$ cat config.mk
export PLATFORM = sky130hd
export DESIGN_NAME = wdata_burst_mngr
export DESIGN_NICKNAME = d
export VERILOG_FILES = /design/src/rtl/wburst_pkg.sv /design/src/rtl/wburst_req_fifo.sv /design/src/rtl/wdata_burst_mngr.sv
export SDC_FILE = /design/constraint.sdc
export NUM_CORES = 1
export LEC_CHECK = 0
export BUFFER_PORTS_ARGS = -buffer_cell sky130_fd_sc_hd__buf_2
export CAP_MARGIN = 15
export CORE_MARGIN = 3
export CORE_UTILIZATION = 40
export DETAILED_ROUTE_END_ITERATION = 8
export GPL_ROUTABILITY_DRIVEN = 0
export PLACE_DENSITY_LB_ADDON = 0.08
export SLEW_MARGIN = 40
export SYNTH_ARGS = -nofsm -noshare
export SYNTH_HDL_FRONTEND = slang
export SYNTH_SLANG_ARGS = --single-unit
$ cat constraint.sdc
create_clock -name clk -period 33.7 [get_ports clk]
set_input_delay 5.055 -clock clk [delete_from_list [all_inputs] [get_ports clk]]
set_output_delay 5.055 -clock clk [all_outputs]
set_load 0.03 [all_outputs]
$ cat src/rtl/wburst_pkg.sv
// Shared types and default geometry for the write-data burst manager.
// Latency: n/a (types and constants only).
// Backpressure: n/a.
package wburst_pkg;

    typedef enum logic [0:0] {
        WB_IDLE  = 1'b0,
        WB_BURST = 1'b1
    } wb_state_t;

    localparam int DATA_W_DEF    = 32;
    localparam int MAX_BEATS_DEF = 4;
    localparam int ID_W_DEF      = 4;
    localparam int ADDR_W_DEF    = 32;
    localparam int Q_DEPTH_DEF   = 2;

    localparam int STRB_W = DATA_W_DEF / 8;
    localparam int LEN_W  = $clog2(MAX_BEATS_DEF);
    localparam int ENT_W  = ID_W_DEF + ADDR_W_DEF + LEN_W + MAX_BEATS_DEF * (DATA_W_DEF + STRB_W);

endpackage

$ cat src/rtl/wburst_req_fifo.sv
// Request queue: synchronous FIFO exposing its head entry directly.
// Latency: a push is visible at the head on the next cycle.
// Backpressure: pushes while full and pops while empty are dropped.
module wburst_req_fifo #(
    parameter int W     = 8,
    parameter int DEPTH = 2
) (
    input  logic                     clk,
    input  logic                     rst,
    input  logic                     push,
    input  logic [W-1:0]             push_dat,
    input  logic                     pop,
    output logic [W-1:0]             head_dat,
    output logic                     full,
    output logic                     empty,
    output logic [$clog2(DEPTH):0]   cnt
);
    localparam int PW = (DEPTH > 1) ? $clog2(DEPTH) : 1;
    localparam int CW = $clog2(DEPTH) + 1;

    logic [W-1:0]  mem [DEPTH];
    logic [PW-1:0] wr_ptr;
    logic [PW-1:0] rd_ptr;
    logic          do_push;
    logic          do_pop;

    function automatic logic [PW-1:0] ptr_inc(input logic [PW-1:0] p);
        return (p == PW'(DEPTH - 1)) ? '0 : p + 1'b1;
    endfunction

    assign full     = (cnt == CW'(DEPTH));
    assign empty    = (cnt == '0);
    assign do_push  = push & ~full;
    assign do_pop   = pop & ~empty;
    assign head_dat = mem[rd_ptr];

    always_ff @(posedge clk) begin
        if (rst) begin
            wr_ptr <= '0;
            rd_ptr <= '0;
            cnt    <= '0;
            for (int i = 0; i < DEPTH; i++) mem[i] <= '0;
        end else begin
            if (do_push) begin
                mem[wr_ptr] <= push_dat;
                wr_ptr      <= ptr_inc(wr_ptr);
            end
            if (do_pop) rd_ptr <= ptr_inc(rd_ptr);
            cnt <= cnt + CW'(do_push) - CW'(do_pop);
        end
    end

endmodule

$ cat src/rtl/wdata_burst_mngr.sv
// Write-data channel master: queues burst requests and streams their beats back-to-back.
// Latency: push into an empty queue drives wvalid the next cycle; no bubble between bursts.
// Backpressure: beats hold stable under wready=0; next_rdy drops when the queue is full.
module wdata_burst_mngr
    import wburst_pkg::*;
#(
    parameter int DATA_W    = DATA_W_DEF,
    parameter int MAX_BEATS = MAX_BEATS_DEF,
    parameter int ID_W      = ID_W_DEF,
    parameter int ADDR_W    = ADDR_W_DEF,
    parameter int Q_DEPTH   = Q_DEPTH_DEF
) (
    input  logic                              clk,
    input  logic                              rst,
    output logic                              wvalid,
    input  logic                              wready,
    output logic [DATA_W-1:0]                 wdata,
    output logic [DATA_W/8-1:0]               wstrb,
    output logic                              wlast,
    input  logic                              next_rq,
    output logic                              next_rdy,
    input  logic [ID_W-1:0]                   next_id,
    input  logic [ADDR_W-1:0]                 next_addr,
    input  logic [$clog2(MAX_BEATS)-1:0]      next_len,
    input  logic [DATA_W*MAX_BEATS-1:0]       in_wdata,
    input  logic [DATA_W/8*MAX_BEATS-1:0]     in_wstrb,
    output logic                              finish_wd,
    output logic [ID_W-1:0]                   finish_id,
    output logic [ADDR_W-1:0]                 finish_addr,
    output logic                              busy
);
    localparam int SW   = DATA_W / 8;
    localparam int LW   = $clog2(MAX_BEATS);
    localparam int EW   = ID_W + ADDR_W + LW + MAX_BEATS * (DATA_W + SW);
    localparam int CW   = $clog2(Q_DEPTH) + 1;
    // Entry layout, LSB first: strobes, data, len, addr, id.
    localparam int DOFF = MAX_BEATS * SW;
    localparam int LOFF = DOFF + MAX_BEATS * DATA_W;
    localparam int AOFF = LOFF + LW;
    localparam int IOFF = AOFF + ADDR_W;

    wb_state_t         state;
    wb_state_t         state_nxt;
    logic [EW-1:0]     head;
    logic              q_full;
    logic              q_empty;
    logic [CW-1:0]     q_cnt;
    logic              push_ok;
    logic              beat;
    logic [LW-1:0]     beat_cnt;
    logic [LW-1:0]     head_len;
    logic [DATA_W-1:0] beat_dat [MAX_BEATS];
    logic [SW-1:0]     beat_stb [MAX_BEATS];

    assign next_rdy    = ~q_full;
    assign push_ok     = next_rq & next_rdy;
    assign busy        = ~q_empty;
    assign head_len    = head[LOFF +: LW];
    assign finish_id   = head[IOFF +: ID_W];
    assign finish_addr = head[AOFF +: ADDR_W];
    assign beat        = wvalid & wready;
    assign finish_wd   = beat & wlast;

    for (genvar k = 0; k < MAX_BEATS; k++) begin : g_beat
        assign beat_dat[k] = head[DOFF + k*DATA_W +: DATA_W];
        assign beat_stb[k] = head[k*SW +: SW];
    end

    wburst_req_fifo #(
        .W     (EW),
        .DEPTH (Q_DEPTH)
    ) u_req_fifo (
        .clk      (clk),
        .rst      (rst),
        .push     (push_ok),
        .push_dat ({next_id, next_addr, next_len, in_wdata, in_wstrb}),
        .pop      (finish_wd),
        .head_dat (head),
        .full     (q_full),
        .empty    (q_empty),
        .cnt      (q_cnt)
    );

    always_ff @(posedge clk) begin
        if (rst) state <= WB_IDLE;
        else     state <= state_nxt;
    end

    // A push seen in IDLE starts the burst next cycle; the last pop only idles if nothing refills.
    always_comb begin
        state_nxt = state;
        case (state)
            WB_IDLE:  if (push_ok || !q_empty) state_nxt = WB_BURST;
            WB_BURST: if (finish_wd && q_cnt == CW'(1) && !push_ok) state_nxt = WB_IDLE;
            default:  state_nxt = WB_IDLE;
        endcase
    end

    always_comb begin
        wvalid = (state == WB_BURST);
        wlast  = wvalid & (beat_cnt == head_len);
        wdata  = beat_dat[beat_cnt];
        wstrb  = beat_stb[beat_cnt];
    end

    always_ff @(posedge clk) begin
        if (rst)       beat_cnt <= '0;
        else if (beat) beat_cnt <= wlast ? '0 : beat_cnt + 1'b1;
    end

endmodule

## Yosys cells after proc, flatten, opt, wreduce, memory -nomap -nowiden

Memory sizes are Yosys's and may differ from the RTL's. A register that Yosys moved wholly into a read port is not among the register bits.
Index checks and enable logic that the tools add are counted.

- Register bits: 7
- Memory bits (writable): 364
- Input port bits: 186
- Output and inout bits: 77
- Word-level logic and storage cells: 54
- Memories: 1

- Add/subtract/negate cells: 5
- Order comparisons: 1
- Eq/ne operators: 3
- Muxes and demuxes: 22
- Bitwise operators: 10
- Reductions and logical operators: 7

Memories:

| memory | depth | width | rd ports | clocked after memory_dff | wr ports | line | source |
|---|---|---|---|---|---|---|---|
| u_req_fifo.mem | 2 | 182 | 1 | 1 | 2 | wburst_req_fifo.sv:21 | `logic [W-1:0] mem [DEPTH];` |

Operators with widths:

| kind | count |
|---|---|
| $mux 182 | 1 |
| $reduce_or 182->1 | 1 |
| $bmux 32 s2 | 1 |
| $mux 32 | 2 |
| $mux 1 | 13 |
| $bmux 4 s2 | 1 |
| $mux 4 | 2 |
| $and 1x1->1 | 6 |
| $ge 3x3->1 const B | 1 |
| $not 1->1 | 3 |
| $not 2->3 | 1 |
| $add 1x1->1 const B | 2 |
| $add 2x1->2 | 1 |
| $add 2x1->2 const B | 1 |
| $eq 2x1->1 const B | 1 |
| $eq 2x2->1 | 1 |
| $eq 2x2->1 const B | 1 |
| $logic_and 1x1->1 | 2 |
| $logic_not 1->1 | 2 |
| $logic_not 2->1 | 1 |
| $mux 2 | 1 |
| $pmux 1 s2 | 1 |
| $sub 2x1->2 | 1 |
| $logic_or 1x1->1 | 1 |

## Longest topological paths before layout

- Depth after elaboration: 9
- Depth in mapped cells: 10
- Gate-level depth less buffers: 9

## By module

A second synthesis with hierarchy kept.

- Cell total of the unflattened synthesis: 1,268
- Area, all modules: 17,319.1 µm²

By module, submodules not included:

| module | times used | cells each | area each (µm²) | sequential area each (µm²) |
|---|---|---|---|---|
| wburst_req_fifo | 1 | 1,202 | 16,218.1 | 11,030.6 |
| wdata_burst_mngr | 1 | 66 | 1,101.1 | 60.1 |

## Least setup slack after synthesis

No wires, ideal clock.

- Path kind: input-to-reg
- Start point: input port next_rq
- End point: memory u_req_fifo.mem[0][0] (netlist bit) (enable)
- Setup time: 0.763 ns
- Arrival: 13.554 ns
- Required time: 32.937 ns
- Setup slack: 19.383 ns
- Stages: 2
- Path buffers: 0
- Cell sequence: nand2_1 o21bai_1

RTL lines:

| element | line | source |
|---|---|---|
| from (decl) | wdata_burst_mngr.sv:20 | `input logic next_rq,` |
| to (decl) | wburst_req_fifo.sv:21 |  |

## Final worst setup path

- Start point: input port wready
- End point: output port finish_wd

- Longest elaborated chain between the ends: 2

RTL lines:

| element | line | source |
|---|---|---|
| from (decl) | wdata_burst_mngr.sv:16 | `input logic wready,` |
| $and 1x1->1 | wdata_burst_mngr.sv:61 | `assign beat = wvalid & wready;` |
| $and 1x1->1 | wdata_burst_mngr.sv:62 | `assign finish_wd = beat & wlast;` |
| to (decl) | wdata_burst_mngr.sv:27 | `output logic finish_wd,` |

Every way passes these cells.

==> flow_summary.json <==
{
  "die_h_um": 208,
  "rrSetupSlack_ps": 29880,
  "post-dp-hpwl_um": 21300,
  "start_kind": "input pin",
  "final_cell_area_mm2": 0.0196,
  "netlist_top_cells_area": "edfxtp_1 67%, and2_1 14%, mux4_2 9.9%",
  "portBuffers": 262,
  "timing.final.ws_setup_ps": 22900,
  "async_flop_share": 0,
  "placed_cell_area_mm2": 0.0183,
  "grt_usage": 0.168,
  "period_minus_slack_ps": 10800,
  "wire_per_inst_um": 19.9,
  "gr-usage-met1": 0.207,
  "drive_gt1_frac": 0.383,
  "avgSynthCellArea_um2": 16.6,
  "synth_area_leader_cell": "edfxtp_1",
  "dr.pass1.iters": 4,
  "r2r-end": "u_req_fifo.cnt[1]",
  "grt-ovfl-total": 0,
  "dieArea_mm2": 0.0435,
  "start_util": 0.409,
  "cts_made_buffers": 42,
  "post-place-ws_ps": 22890,
  "grt_max_degree": 99,
  "end_kind": "output port",
  "area.growth.synth_to_final_pct": 19.6,
  "final_cells": 1809,
  "p_per_area_mw_per_mm2": 63.6,
  "grt_pass1_vias": 9643,
  "ys.flop_type": "edfxtp_1",
  "grt_busiest_layer": "met2",
  "crit_start": "wready",
  "antenna_found_initial": 16,
  "grt_use_met2": 0.279,
  "drc": 0,
  "hold_buffers": 0,
  "fin_crit_sh": 0.321,
  "synth_seq_area_share": 0.676,
  "core_area_mm2": 0.0401,
  "cts.path.max_buffers": 3,
  "synth_area_mm2": 0.0164,
  "required_ps": 28640,
  "ys_warn_count": 0,
  "tns_ps": 0,
  "p_leak_nw": 7.66,
  "synth_top_area_frac": 0.667,
  "ir_worst_vdd_uv": 40.8,
  "finalHoldViolCount": 0,
  "insertion_delay_ps": 550,
  "vias": 8841,
  "final_max_slew_viol_count": 0,
  "slew_headroom": 0.491,
  "rr_worst_depth": 11,
  "die_x_um": 208,
  "fp-row-count": 73,
  "post_cts_buffers": 0,
  "cp-endpoint": "finish_wd",
  "ant_nets": 0,
  "synth_edf_count": 364,
  "viasPerCell": 4.89,
  "fin_nets": 1433,
  "grt_pass1_wl_um": 56200,
  "status": "finished, final reports clean",
  "critical_path_arrival_ps": 5750,
  "use_met3": 0.0578,
  "setup_viol_count_final": 0,
  "wl_um": 36100,
  "root_buffer": "clkbuf_16",
  "worstMarginPinSlew_ps": 764,
  "min-delay-path-class": "flip-flop to flip-flop",
  "ys_ff_latch": 372,
  "path_class": "input pin to output port",
  "cts-htree-levels": 2,
  "fin_skew_ps": 9.10,
  "cts_sinks": 372,
  "hold_ws_ps": 594,
  "ys_types": 30,
  "cp_max_fo": 4,
  "maxCapViolCount": 0,
  "fmax_ghz": 0.0926,
  "cts_tree": "done",
  "syn-num-nets": 1176,
  "synthCells": 988,
  "drt_iter0_markers": 372,
  "clk_pin_slew_worst_paths_ps": 60,
  "dp.cells": 1725,
  "cts_resized": 0,
  "pin_count": 263,
  "rsz0062_at_grt": "no"
}
[power breakdown]
part,switching (W),leakage [nW],internal (W)
logic,0.000130,3.11,0.0000921
clock network,0.000176,0.623,0.000250
registers,0.0000183,3.93,0.000581
[synth_stat cells, types with 2 or more instances]
cell type,instances
and2_1,364
buf_2,16
clkbuf_1,48
dfxtp_1,8
edfxtp_1,364
ha_1,2
inv_1,3
mux2_2,75
mux4_2,72
nand2_1,4
nor2_1,6
nor2b_1,2
nor3_1,3
nor3b_1,2
or2_2,2
xor2_1,3
[worst min path at each step]
stage                            startpoint  endpoint  slack [ps]  cells after the start
after floorplan           u_req_fifo.cnt[0]    wvalid         490                      1
after global placement    u_req_fifo.cnt[0]    wvalid         560                      1
after detailed placement  u_req_fifo.cnt[0]    wvalid         570                      1
after CTS                 u_req_fifo.cnt[0]    wvalid         580                      1
after global routing      u_req_fifo.cnt[0]    wvalid         610                      1
final                     u_req_fifo.cnt[0]    wvalid         590                      1
[cell families after synthesis]
group,after synthesis,synth area share
AND/OR/NAND/NOR,386,0.147
flip-flops,372,0.676
multiplexers,148,0.152
buffers and inverters,69,0.0175
AO/OA/AOI/OAI,6,0.00282
XOR/XNOR,5,0.00313
adder cells (fa/ha/maj),2,0.00153
[registers in the layout, indices dropped and copies added (netlist names), named ones only]
signal / cells
beat_cnt: 2
u_req_fifo.cnt: 2
u_req_fifo.mem: 364
u_req_fifo.rd_ptr: 1
u_req_fifo.wr_ptr: 1
wvalid: 1
[per-stage QoR]
step,utilization,total power (W)
after CTS,0.488,0.00127
final,0.489,0.00125
after floorplan,-,0.000773
after global routing,0.489,0.00131
after detailed placement,0.456,0.000837
after global placement,0.454,0.000833
[critical path: stages]
cell and delay [ps]:
buf_2 100, nand2_1 130, nor3_1 220, buf_2 240
[per-layer routing]
layer  wire length, um  up-vias
met1             14800     4395
met4               817       20
met3              2550       64
met5               166        -
met2             17700      193
li1                  -     4169
[layout make-up]
type,instances,area [um^2]
antenna,8,20.0
clock buffer,58,1170
clock inverter,17,97.6
fill,3535,20500
inverter,3,11.3
multi-input combinational,547,5040
sequential,372,11100
tap,525,657
timing repair buffer,279,1510
[cell usage in the layout (no fill, tap or decap), types with 2 or more instances in the layout]
master / n
nor2_1: 6
mux2_2: 75
ha_1: 2
clkbuf_1: 13
clkbuf_16: 45
clkinv_1: 10
nor3_1: 2
buf_6: 8
buf_12: 2
nand2_1: 4
diode_2: 8
nor2b_1: 2
buf_8: 2
buf_2: 262
dfxtp_1: 5
dfxtp_4: 2
edfxtp_1: 364
xor2_1: 3
clkinv_2: 6
mux4_2: 72
inv_1: 3
buf_4: 5
and2_1: 364
Note: power is estimated with default switching activity, not from simulation.
